## src/rtl/boot_loader_pkg.sv

```systemverilog
// Boot loader shared definitions: sync byte, default load address and
// FSM state encoding used by boot_loader and boot_checksum.
package boot_loader_pkg;

    localparam logic [7:0] BOOT_SYNC_BYTE = 8'hA5;
    localparam logic [7:0] BOOT_LOAD_BASE = 8'h00;

    typedef enum logic [2:0] {
        ST_IDLE = 3'd0,
        ST_LEN  = 3'd1,
        ST_DATA = 3'd2,
        ST_CHK  = 3'd3,
        ST_DONE = 3'd4,
        ST_ERR  = 3'd5
    } boot_state_t;

endpackage

```

## src/rtl/boot_checksum.sv

```systemverilog
// Clearable 8-bit wrapping accumulator; zero flags that the running sum
// plus the byte currently presented on byte_in is 0 mod 256.
module boot_checksum
    import boot_loader_pkg::*;
(
    input  logic       clk,
    input  logic       reset,
    input  logic       clr,
    input  logic       add_en,
    input  logic [7:0] byte_in,
    output logic [7:0] sum_out,
    output logic       zero
);

    logic [7:0] sum_q;

    always_ff @(posedge clk) begin
        if (reset || clr) begin
            sum_q <= 8'd0;
        end else if (add_en) begin
            sum_q <= sum_q + byte_in;
        end
    end

    assign sum_out = sum_q;
    assign zero    = (sum_q + byte_in) == 8'd0;

endmodule

```

## src/rtl/boot_loader.sv

```systemverilog
// Framed byte-stream program loader; holds the CPU in reset until loaded.
// Define BOOT_LOADER_CHECKSUM_EN to expect and verify a trailing CHK byte.
module boot_loader
    import boot_loader_pkg::*;
#(
    parameter int                    ADDR_WIDTH = 8,
    parameter logic [ADDR_WIDTH-1:0] LOAD_BASE  = ADDR_WIDTH'(BOOT_LOAD_BASE)
) (
    input  logic                  clk,
    input  logic                  reset,
    input  logic [7:0]            rx_data,
    input  logic                  rx_valid,
    output logic                  rx_ready,
    output logic [ADDR_WIDTH-1:0] mem_address,
    output logic [7:0]            mem_data,
    output logic                  mem_we,
    output logic                  mem_cs,
    output logic                  cpu_reset,
    output logic                  load_done,
    output logic                  load_error
);

    boot_state_t           state, state_nx;
    logic [7:0]            len_q;
    logic [7:0]            cnt_q;
    logic [ADDR_WIDTH-1:0] wr_ptr;
    logic [ADDR_WIDTH-1:0] addr_q;
    logic [7:0]            data_q;
    logic                  we_q;
    logic                  accept;
    logic                  ld_len;
    logic                  wr;
    logic                  last;
    logic                  chk_ok;

`ifdef BOOT_LOADER_CHECKSUM_EN
    localparam boot_state_t LAST_NX = ST_CHK;
    logic [7:0] sum_unused;

    boot_checksum u_chk (
        .clk     (clk),
        .reset   (reset),
        .clr     (ld_len),
        .add_en  (wr),
        .byte_in (rx_data),
        .sum_out (sum_unused),
        .zero    (chk_ok)
    );
`else
    localparam boot_state_t LAST_NX = ST_DONE;
    assign chk_ok = 1'b0;
`endif

    assign accept = rx_valid && rx_ready;
    assign last   = (cnt_q + 8'd1) == len_q;

    always_comb begin
        state_nx = state;
        ld_len   = 1'b0;
        wr       = 1'b0;
        unique case (state)
            ST_IDLE, ST_ERR: begin
                if (accept && rx_data == BOOT_SYNC_BYTE) state_nx = ST_LEN;
            end
            ST_LEN: begin
                if (accept) begin
                    if (rx_data == 8'd0) begin
                        state_nx = ST_ERR;
                    end else begin
                        state_nx = ST_DATA;
                        ld_len   = 1'b1;
                    end
                end
            end
            ST_DATA: begin
                if (accept) begin
                    wr = 1'b1;
                    if (last) state_nx = LAST_NX;
                end
            end
            ST_CHK: begin
                if (accept) state_nx = chk_ok ? ST_DONE : ST_ERR;
            end
            ST_DONE: state_nx = ST_DONE;
            default: state_nx = ST_IDLE;
        endcase
    end

    always_ff @(posedge clk) begin
        if (reset) begin
            state  <= ST_IDLE;
            len_q  <= 8'd0;
            cnt_q  <= 8'd0;
            wr_ptr <= LOAD_BASE;
            addr_q <= LOAD_BASE;
            data_q <= 8'd0;
            we_q   <= 1'b0;
        end else begin
            state <= state_nx;
            we_q  <= wr;
            if (ld_len) begin
                len_q  <= rx_data;
                cnt_q  <= 8'd0;
                wr_ptr <= LOAD_BASE;
            end
            if (wr) begin
                addr_q <= wr_ptr;
                data_q <= rx_data;
                wr_ptr <= wr_ptr + 1'b1;
                cnt_q  <= cnt_q + 8'd1;
            end
        end
    end

    // Release waits for the final write strobe so the CPU never races it.
    assign load_done   = (state == ST_DONE) && !we_q;
    assign cpu_reset   = !load_done;
    assign load_error  = (state == ST_ERR);
    assign rx_ready    = (state != ST_DONE);
    assign mem_address = addr_q;
    assign mem_data    = data_q;
    assign mem_we      = we_q;
    assign mem_cs      = we_q;

endmodule

```

## config.mk

```make
export PLATFORM = sky130hd
export DESIGN_NAME = boot_loader
export DESIGN_NICKNAME = d
export VERILOG_FILES = /design/src/rtl/boot_loader_pkg.sv /design/src/rtl/boot_checksum.sv /design/src/rtl/boot_loader.sv
export SDC_FILE = /design/constraint.sdc
export NUM_CORES = 1
export LEC_CHECK = 0
export ABC_AREA = 1
export BUFFER_PORTS_ARGS = -buffer_cell sky130_fd_sc_hd__buf_2
export CORE_MARGIN = 5
export CORE_UTILIZATION = 40
export DETAILED_ROUTE_END_ITERATION = 8
export GPL_TIMING_DRIVEN = 0
export SLEW_MARGIN = 20
export SYNTH_ARGS = -nofsm -noshare
export SYNTH_HDL_FRONTEND = slang
export SYNTH_SLANG_ARGS = --single-unit
```

## constraint.sdc

```tcl
create_clock -name clk -period 1.6 [get_ports clk]
set_input_delay 0.32 -clock clk [delete_from_list [all_inputs] [get_ports clk]]
set_output_delay 0.32 -clock clk [all_outputs]
set_load 0.05 [all_outputs]
```

==> flow_metrics.env, run 1 <==
export IMPL_wl_per_cell_um=12.8
export IMPL_relSlewSlack_pct=61.3
export IMPL_overflow=0
export IMPL_slew_violations=0
export IMPL_post_route_cells_drive_above_1_share_pct=27.8
export IMPL_wl_met3_um=258
export IMPL_finalCriticalPeriod_ns=1.63
export IMPL_die_area_um2=6980
export IMPL_root_buffer="clkbuf_8"
export IMPL_fin_nets=364
export IMPL_hold_buffers=0
export IMPL_wl_met2_um=2490
export IMPL_antenna_left=0
export IMPL_maxUsedRoutingLayer="met4"
export IMPL_syn_area_per_cell_um2=7.02
export IMPL_antennaDiodeCount=0
export IMPL_io_buffers=32
export IMPL_drtPass1Iterations=4
export IMPL_max_cap_violations=0
export IMPL_io_pins=33
export IMPL_dpl_cell_count=410
export IMPL_synth_warnings=0
export IMPL_synth_nets=321
export IMPL_finalSetupTns_ns=-0.0499
export IMPL_grt_pass1_vias=1954
export IMPL_outcome="finished, violations left"
export IMPL_initial_core_util_pct=41.8
export IMPL_clk_path_buf_depth=2
export IMPL_synth_seq_cells=44
export IMPL_fin_cells=422
export IMPL_cp_top_family="simple AND/OR/NAND/NOR gates"
export IMPL_htreeDepth=2
export IMPL_dpl_hpwl_um=4000
export IMPL_fin_worst_skew_ns=0.00883
export IMPL_grt_usage_pct=15.9
export IMPL_critPathMaxFanout=5
export IMPL_die_x_um=83.5
export IMPL_core_um2=5170
export IMPL_setup_viol=3
export IMPL_area_growth_pct=22.4
export IMPL_violations="setup timing"
export IMPL_rows=26
export IMPL_pre_cts_ws_ns=-0.134
export IMPL_vias=2117
export IMPL_cts_buffers=5
export IMPL_grt_max_degree=14
export IMPL_min_path_type="in -> reg"
export IMPL_cts_tree="yes"
export IMPL_clock_sinks=44
export IMPL_netlist_area_um2=2160
export IMPL_hold_violations=0
export IMPL_max_freq_mhz=615
export IMPL_cts_clk_slew_worst_paths_ns=0.08
export IMPL_slowest_delay_ns=0.37
export IMPL_synth_area_leaders="dfxtp_1 (41%), nand2_1 (10%), nor2_1 (6.9%)"
export IMPL_ys_types=32
export IMPL_fp_dieH_um=83.5
export IMPL_slowest_stage="dfxtp_4"
export IMPL_postRouteWirelength_um=5400
export IMPL_antenna_found_initial=0
export IMPL_path_buf_inv=0
export IMPL_required_ns=1.79
export IMPL_tightest_slew_ns=0.580
export IMPL_critPathLaunchType="flop"
export IMPL_post_route_period_util_pct=102
export IMPL_p_leak_nw=1.09
export IMPL_synth_top_cell_area_share_pct=40.7
export IMPL_clkLatencyLatePin_ns=0.30
export IMPL_met1Wirelength_um=2570
export IMPL_cp_arrival_ns=1.81
export IMPL_grt_setup_unrepaired="true"
export IMPL_p_per_area_nw_per_um2=1370
export IMPL_routabilityCongestion=0.814
export IMPL_crit_type="reg -> reg"
export IMPL_synthCells=308
export IMPL_drt_iter0_markers=164
export IMPL_setup_slack_ns=-0.0255
export IMPL_synth_top_cell_by_area="dfxtp_1"
export IMPL_vdd_drop_max_v=0.00109
export IMPL_grt_pass1_wl_um=9040
export IMPL_ys_seq_area_share_pct=40.7
export IMPL_cp_cell_sequence="ha_4, xnor2_2, nand2_1, nor2_1, nand2_1, nor2_1, nand3_2, nand2_4, nand3_1, nand2_1, nor2_1"
export IMPL_cp_end_kind="flop"
export IMPL_route_detailed_drc=0
export IMPL_fin_util_pct=51.2
export IMPL_viasPerCell=5.02
==> final cells by class <==
type / instances / area (µm²)
Fill cell: 530 / 2530
Multi-Input combinational cell: 221 / 1180
Sequential cell: 44 / 897
Timing Repair Buffer: 36 / 195
Inverter: 33 / 130
Tap cell: 70 / 87.6
Clock buffer: 7 / 86.3
Buffer: 10 / 57.6
Clock inverter: 1 / 7.51
==> flip-flops by register name, summed over array words and instances, names as in the netlist <==
| register | count |
|---|---|
| mem_data | 8 |
| cnt_q | 8 |
| mem_address | 8 |
| wr_ptr | 8 |
| state | 3 |
| len_q | 8 |
| mem_cs | 1 |
==> metal layers <==
layer  track usage (%)  up-vias
li1                  -     1088
met1              20.6      972
met2              25.7       50
met3              4.54        7
met4              4.53        0
met5                 0        -
==> metrics by stage <==
| stage | hold WS [ns] | total power, W | instance area [µm²] |
|---|---|---|---|
| 2_1_floorplan | 0.398 | 0.00249 | 2200 |
| 3_3_place_gp | 0.448 | 0.00279 | 2440 |
| 3_5_place_dp | 0.451 | 0.00281 | 2440 |
| 4_1_cts | 0.282 | 0.00359 | 2580 |
| 5_1_grt | 0.276 | 0.00387 | 2650 |
| 6_report | 0.284 | 0.00363 | 2650 |
==> final timing paths <==
kind	startpoint	cells after the start	endpoint	slack, ns
worst max-delay path	cnt_q[1]	11	state[1]	-0.03
worst min-delay path	reset	2	mem_address[5]	0.28
worst max register to register	cnt_q[1]	11	state[1]	-0.03
worst min register to register	wr_ptr[7]	2	wr_ptr[7]	0.47
==> power breakdown <==
part | internal, W | switching (W) | total [W]
sequential | 0.00124 | 0.000119 | 0.00136
combinational | 0.000483 | 0.00106 | 0.00154
clock | 0.000351 | 0.000374 | 0.000725
==> timing repair <==
| item | CTS | global route |
|---|---|---|
| gates resized for setup | 9 | 15 |
| cloned | 0 | 0 |
| pin swaps | 3 | 3 |
| setup endpoints to repair | 8 | 19 |
| setup buffers | 2 | 2 |
==> Yosys cell counts (all sizes together) <==
master  count
nand2      66
nor2       48
dfxtp      44
inv        32
o21ai      32
nand3      31
a21oi      30
buf         7
clkbuf      3
a211oi      2
ha          2
nor3        2
and2        1
and3        1
clkinv      1
nand4       1
nor4        1
o21bai      1
o31ai       1
xnor2       1
xor2        1
==> placed cells by master, fill, tap and decap left out, types with 9 or more instances in the layout <==
cell	instances
buf_2	31
nand3_1	24
nand2_1	58
buf_4	9
dfxtp_1	35
nor2_1	37
inv_1	23
o21ai_0	27
a21oi_1	29
==> kinds of logic (layout without fill, tap and decap cells) <==
kind of cell | count (synthesis) | in the layout | share of synthesized area, %
and+or+nand+nor | 151 | 151 | 33.2
xor gates and xnor gates | 2 | 2 | 0.810
adders and majority gates | 2 | 2 | 1.16
DFF | 44 | 44 | 40.7
AOI/OAI and AO/OA | 66 | 66 | 15.9
buffers and inverters | 43 | 87 | 8.22
No activity file was read; power rests on OpenSTA's default activity.
==> inputs of run 2 (changes only) <==
--- a/config.mk
+++ b/config.mk
@@ -8,4 +8,5 @@
 export ABC_AREA = 1
 export BUFFER_PORTS_ARGS = -buffer_cell sky130_fd_sc_hd__buf_2
+export CORE_ASPECT_RATIO = 0.5
 export CORE_MARGIN = 5
 export CORE_UTILIZATION = 40
==> constraint.sdc (replaced) <==
create_clock -name clk -period 1.6 [get_ports clk]
set_input_delay 0 -clock clk [delete_from_list [all_inputs] [get_ports clk]]
set_output_delay 0 -clock clk [all_outputs]
set_load 0.05 [all_outputs]
==> run 2 against run 1 <==
First-iteration DRC count shrank 35%. Wire length up 6.5%. The flow still finishes with violations (setup timing). Setup slack improved by 0.016 ns. Largest cell class unchanged.
==> flow_metrics.env, run 2 (same netlist as run 1, synthesis figures left out) <==
export IMPL_drt_iter0_markers=107
export IMPL_reg2reg_from="cnt_q[1]"
export IMPL_fillers=526
export IMPL_vias=2126
export IMPL_clkLatencyLatePin_ns=0.30
export IMPL_overflow=0
export IMPL_cts_clk_slew_worst_paths_ns=0.08
export IMPL_p_per_area_nw_per_um2=1350
export IMPL_cp_end_kind="flop"
export IMPL_clk_path_buf_depth=2
export IMPL_min_path_type="in -> reg"
export IMPL_critPathLaunchType="flop"
export IMPL_max_cap_violations=0
export IMPL_cp_arrival_ns=1.81
export IMPL_post_route_cells_drive_above_1_share_pct=29.7
export IMPL_r2r_end="state[2]"
export IMPL_relSlewSlack_pct=54.7
export IMPL_p_leak_nw=1.11
export IMPL_die_area_um2=7060
export IMPL_postRouteWirelength_um=5760
export IMPL_slew_violations=0
export IMPL_finalCriticalPeriod_ns=1.61
export IMPL_clock_sinks=44
export IMPL_setup_slack_ns=-0.00926
export IMPL_grt_pass1_vias=2037
export IMPL_power_total_w=0.00363
export IMPL_initial_core_util_pct=42.7
export IMPL_die_x_um=114
export IMPL_mostFrequentLayoutCell="nand2_1"
export IMPL_routabilityCongestion=0.814
export IMPL_crit_end="state[2]"
export IMPL_drtPass1Iterations=4
export IMPL_startpoint="cnt_q[1]"
export IMPL_cts_buffers=5
export IMPL_violations="setup timing"
export IMPL_fp_dieH_um=62.0
export IMPL_fin_nets=367
export IMPL_io_pins=33
export IMPL_hold_violations=0
export IMPL_fin_worst_skew_ns=0.00702
export IMPL_area_growth_pct=24.4
export IMPL_route_detailed_drc=0
export IMPL_htreeDepth=2
export IMPL_grt_pass1_wl_um=9380
export IMPL_viasPerCell=5.01
export IMPL_antennaDiodeCount=0
export IMPL_wl_per_cell_um=13.6
export IMPL_hold_slack_ns=0.0110
export IMPL_root_buffer="clkbuf_8"
export IMPL_io_buffers=32
export IMPL_fin_util_pct=53.1
export IMPL_vdd_drop_max_v=0.00112
export IMPL_antenna_found_initial=0
export IMPL_crit_type="reg -> reg"
export IMPL_r2r_setup_slack_ns=-0.009
export IMPL_dpl_hpwl_um=4120
export IMPL_required_ns=1.80
export IMPL_tightest_slew_ns=0.679
export IMPL_cts_tree="yes"
export IMPL_setup_viol=2
export IMPL_grt_usage_pct=17.1
export IMPL_outcome="finished, violations left"
export IMPL_rows=18
export IMPL_critPathMaxFanout=5
export IMPL_final_cell_mix="nand2_1 (56), dfxtp_1 (37), nor2_1 (36), buf_2 (33), a21oi_1 (28)"
export IMPL_grt_setup_unrepaired="true"
export IMPL_grt_max_degree=13
export IMPL_max_freq_mhz=621
export IMPL_ff2ff_path_depth=13
export IMPL_post_route_period_util_pct=101
export IMPL_antenna_left=0
export IMPL_core_um2=5070
## run 2: cell count changes in the layout (fill, tap and decap cells not counted), moves of 2 or more
| cell | previous run | this run |
|---|---|---|
| nand2_1 | 58 | 56 |
| dfxtp_2 | 7 | 5 |
| buf_4 | 9 | 7 |
| nand2_2 | 2 | 6 |
| nand3_1 | 24 | 20 |
| dfxtp_1 | 35 | 37 |
| nor2_2 | 4 | 6 |
| clkinvlp_4 | 2 | 0 |
| nand3_2 | 7 | 11 |
| buf_6 | 1 | 3 |
| buf_2 | 31 | 33 |
| nand2_4 | 6 | 4 |
## run 2: per-layer routing
metal  vias to the layer above  global-route usage, %  part of all wire, %
li1                       1093                      -                    -
met1                       984                   22.1                   49
met2                        38                   29.3                   44
met3                        11                   3.97                  4.7
met4                         0                   5.41                  1.4
met5                         -                      0                    0
## run 2: worst max-delay path: stages (launching register included)
cell	delay (ns)
dfxtp_4	0.37
ha_4	0.17
nand2_4	0.09
inv_4	0.05
nand3_1	0.08
nand2_1	0.08
nand2_1	0.06
nand2_1	0.06
nor2_2	0.11
nand3_2	0.14
nand2_4	0.12
nand3_2	0.06
nand2_1	0.06
nor2_1	0.04
## run 2: how the worst min path moves through the flow
stage | from | end | slack, ns | cells after the start
2_1_floorplan | reset | mem_address[5] | 0.08 | 1
6_report | rx_data[1] | mem_data[1] | 0.01 | 3
5_1_grt | rx_data[5] | mem_data[5] | 0.03 | 3
3_5_place_dp | reset | mem_address[5] | 0.25 | 2
4_1_cts | rx_data[3] | mem_data[3] | 0.008 | 3
3_3_place_gp | reset | mem_address[5] | 0.25 | 2
## run 2: power breakdown
part / total (W) / leakage (nW) / switching [W] / internal, W
Sequential: 0.00134 / 0.360 / 0.000106 / 0.00124
Clock: 0.000765 / 0.0503 / 0.000380 / 0.000385
Combinational: 0.00152 / 0.698 / 0.00106 / 0.000464
Total: 0.00363 / 1.11 / 0.00154 / 0.00208
## run 2: what timing repair did
action                                  in CTS  in global routing
resized for setup                           17                 18
endpoints found under the hold margin        2                  0
endpoints found under the setup margin      11                 34
setup buffers                                6                  0
pin swaps                                   13                 11
hold buffers                                 1                  0
## run 2: stage by stage
stage | worst slack [ns] | instance area, µm² | TNS, ns | cells
6_report | -0.00926 | 2690 | -0.00999 | 424
3_3_place_gp | -0.169 | 2430 | -0.462 | 410
4_1_cts | -0.00530 | 2640 | -0.00644 | 424
2_1_floorplan | 0.0551 | 2180 | 0 | 308
3_5_place_dp | -0.240 | 2430 | -0.672 | 410
5_1_grt | -0.125 | 2690 | -0.342 | 424
## run 2: final cells by class
class	instances	area [µm²]	share of cell area, %
inverters	33	129	4.79
plain buffers	10	57.6	2.14
clock buffers	7	96.3	3.58
flip-flops and latches	44	895	33.3
well taps	70	87.6	3.26
repair buffers	39	223	8.28
multi-input cells	221	1200	44.7
==> inputs of run 3 (changes only) <==
Settings changed: PLACE_DENSITY set to 0.73.
==> run 3 against run 2 <==
The run still ends with setup timing left. Hold slack hardly changed. Sequential power hardly changed. Clock power is 4.3% lower. Wire length is 1.4% lower. Cell area hardly changed. Register-to-register slack worse by 0.02 ns. Die area stayed put. Clock-buffer cell count is 1 higher.
==> flow_metrics.env, run 3 (same netlist as run 1, synthesis figures left out) <==
export IMPL_viasPerCell=5.11
export IMPL_die_x_um=114
export IMPL_antenna_found_initial=0
export IMPL_startpoint="cnt_q[0]"
export IMPL_htreeDepth=2
export IMPL_rows=18
export IMPL_p_per_area_nw_per_um2=1340
export IMPL_hold_path_depth=3
export IMPL_critPathMaxFanout=6
export IMPL_clock_sinks=44
export IMPL_fin_worst_skew_ns=0.00564
export IMPL_ff2ff_path_depth=12
export IMPL_grt_usage_pct=16.4
export IMPL_relSlewSlack_pct=56.8
export IMPL_critPathLaunchType="flop"
export IMPL_io_pins=33
export IMPL_final_cell_area_um2=2690
export IMPL_power_total_w=0.00360
export IMPL_vdd_drop_max_v=0.000845
export IMPL_fin_cells=423
export IMPL_max_freq_mhz=615
export IMPL_r2r_end="state[2]"
export IMPL_tightest_slew_ns=0.647
export IMPL_vias=2163
export IMPL_cts_clk_slew_worst_paths_ns=0.08
export IMPL_antennaDiodeCount=0
export IMPL_wl_per_cell_um=13.4
export IMPL_setup_viol=3
export IMPL_required_ns=1.80
export IMPL_reg2reg_from="cnt_q[0]"
export IMPL_whs_endpoint="mem_data[2]"
export IMPL_drtPass1Iterations=4
export IMPL_seq_area_um2=890
export IMPL_multiInputGateArea_um2=1230
export IMPL_mostFrequentLayoutCell="nand2_1"
export IMPL_post_route_period_util_pct=102
export IMPL_dpl_hpwl_um=4050
export IMPL_placed_area_um2=2430
export IMPL_violations="setup timing"
export IMPL_io_buffers=32
export IMPL_die_area_um2=7060
export IMPL_drt_iter0_markers=126
export IMPL_r2r_setup_slack_ns=-0.03
export IMPL_fp_dieH_um=62.0
export IMPL_grt_pass1_vias=2064
export IMPL_route_detailed_drc=0
export IMPL_setup_slack_ns=-0.0270
export IMPL_core_um2=5070
export IMPL_cts_buffers=5
export IMPL_fin_util_pct=53.1
export IMPL_cp_end_kind="flop"
export IMPL_grt_pass1_wl_um=9180
export IMPL_antenna_left=0
export IMPL_min_from="rx_data[2]"
export IMPL_final_cell_mix="nand2_1 (51), dfxtp_1 (39), nor2_1 (34), buf_2 (33), a21oi_1 (29)"
export IMPL_root_buffer="clkbuf_8"
export IMPL_fin_nets=365
export IMPL_area_growth_pct=24.5
export IMPL_routabilityCongestion=0.896
export IMPL_max_cap_violations=0
export IMPL_clkLatencyLatePin_ns=0.30
export IMPL_cts_tree="yes"
export IMPL_cp_arrival_ns=1.83
export IMPL_grt_setup_unrepaired="true"
export IMPL_crit_type="reg -> reg"
export IMPL_finalSetupTns_ns=-0.0550
export IMPL_initial_core_util_pct=42.7
export IMPL_dpl_cell_count=410
export IMPL_slew_violations=0
export IMPL_min_path_type="in -> reg"
export IMPL_clk_path_buf_depth=2
export IMPL_overflow=0
export IMPL_hold_violations=0
export IMPL_grt_max_degree=13
export IMPL_postRouteWirelength_um=5680
export IMPL_finalCriticalPeriod_ns=1.63
export IMPL_outcome="finished, violations left"
export IMPL_p_leak_nw=1.11
export IMPL_post_route_cells_drive_above_1_share_pct=30.6
export IMPL_fillers=480
## run 3: cell count changes in the layout (fill, tap and decap cells not counted), sizes merged
cell    before  now
buf         45   43
clkbuf      10   11
## run 3: power by group
group	leakage (nW)	switching [W]	internal, W
combinational	0.709	0.00106	0.000461
clock	0.0455	0.000380	0.000353
sequential	0.359	0.000108	0.00123
total	1.11	0.00155	0.00205
## run 3: how the worst max path moves through the flow
stage	end	slack, ns	cells past startpoint
after floorplan	state[2]	0.06	12
after global placement	state[1]	-0.12	12
after detailed placement	state[1]	-0.15	12
after CTS	state[1]	-0.002	12
after global routing	state[2]	-0.13	12
final	state[2]	-0.03	12
## run 3: worst max-delay path: stages (launching register included)
cell and delay [ns]:
dfxtp_4 0.37, buf_6 0.12, nand2_4 0.05, nor2_4 0.22
nand3_2 0.12, nand3_2 0.08, nand2_2 0.05, nor2_2 0.12
nand3_2 0.12, nand2_4 0.12, nand3_2 0.07, nand2_2 0.06
nor2_1 0.04
## run 3: per-layer routing
metal	part of all wire [%]	vias to the layer above	wire [µm]	GRT usage [%]
li1	-	1088	-	-
met1	45	1008	2540	20.5
met2	47	59	2690	28.2
met3	6.5	8	370	3.38
met4	1.4	0	78	7.78
met5	0	-	0	0
## run 3: timing repair
action | 4_1_cts | 5_1_grt
gates resized for setup | 7 | 33
hold endpoints to repair | 3 | 0
buffers inserted | 2 | 2
hold buffers | 1 | 0
pin swaps | 5 | 13
setup endpoints to repair | 4 | 39
## run 3: layout make-up
| cell class | count | share of cell area (%) |
|---|---|---|
| repair buffers | 37 | 7.72 |
| plain buffers | 10 | 2.05 |
| inverters | 33 | 4.70 |
| multi-input cells | 221 | 45.9 |
| flip-flops and latches | 44 | 33.1 |
| clock buffers | 8 | 3.35 |
| well taps | 70 | 3.25 |
## run 3: through the flow
stage	setup WS (ns)	hold WS (ns)
final	-0.0270	0.0110
after global routing	-0.133	0.0502
after CTS	-0.00237	0.000833
after detailed placement	-0.148	0.254
after global placement	-0.122	0.254
after floorplan	0.0551	0.0785
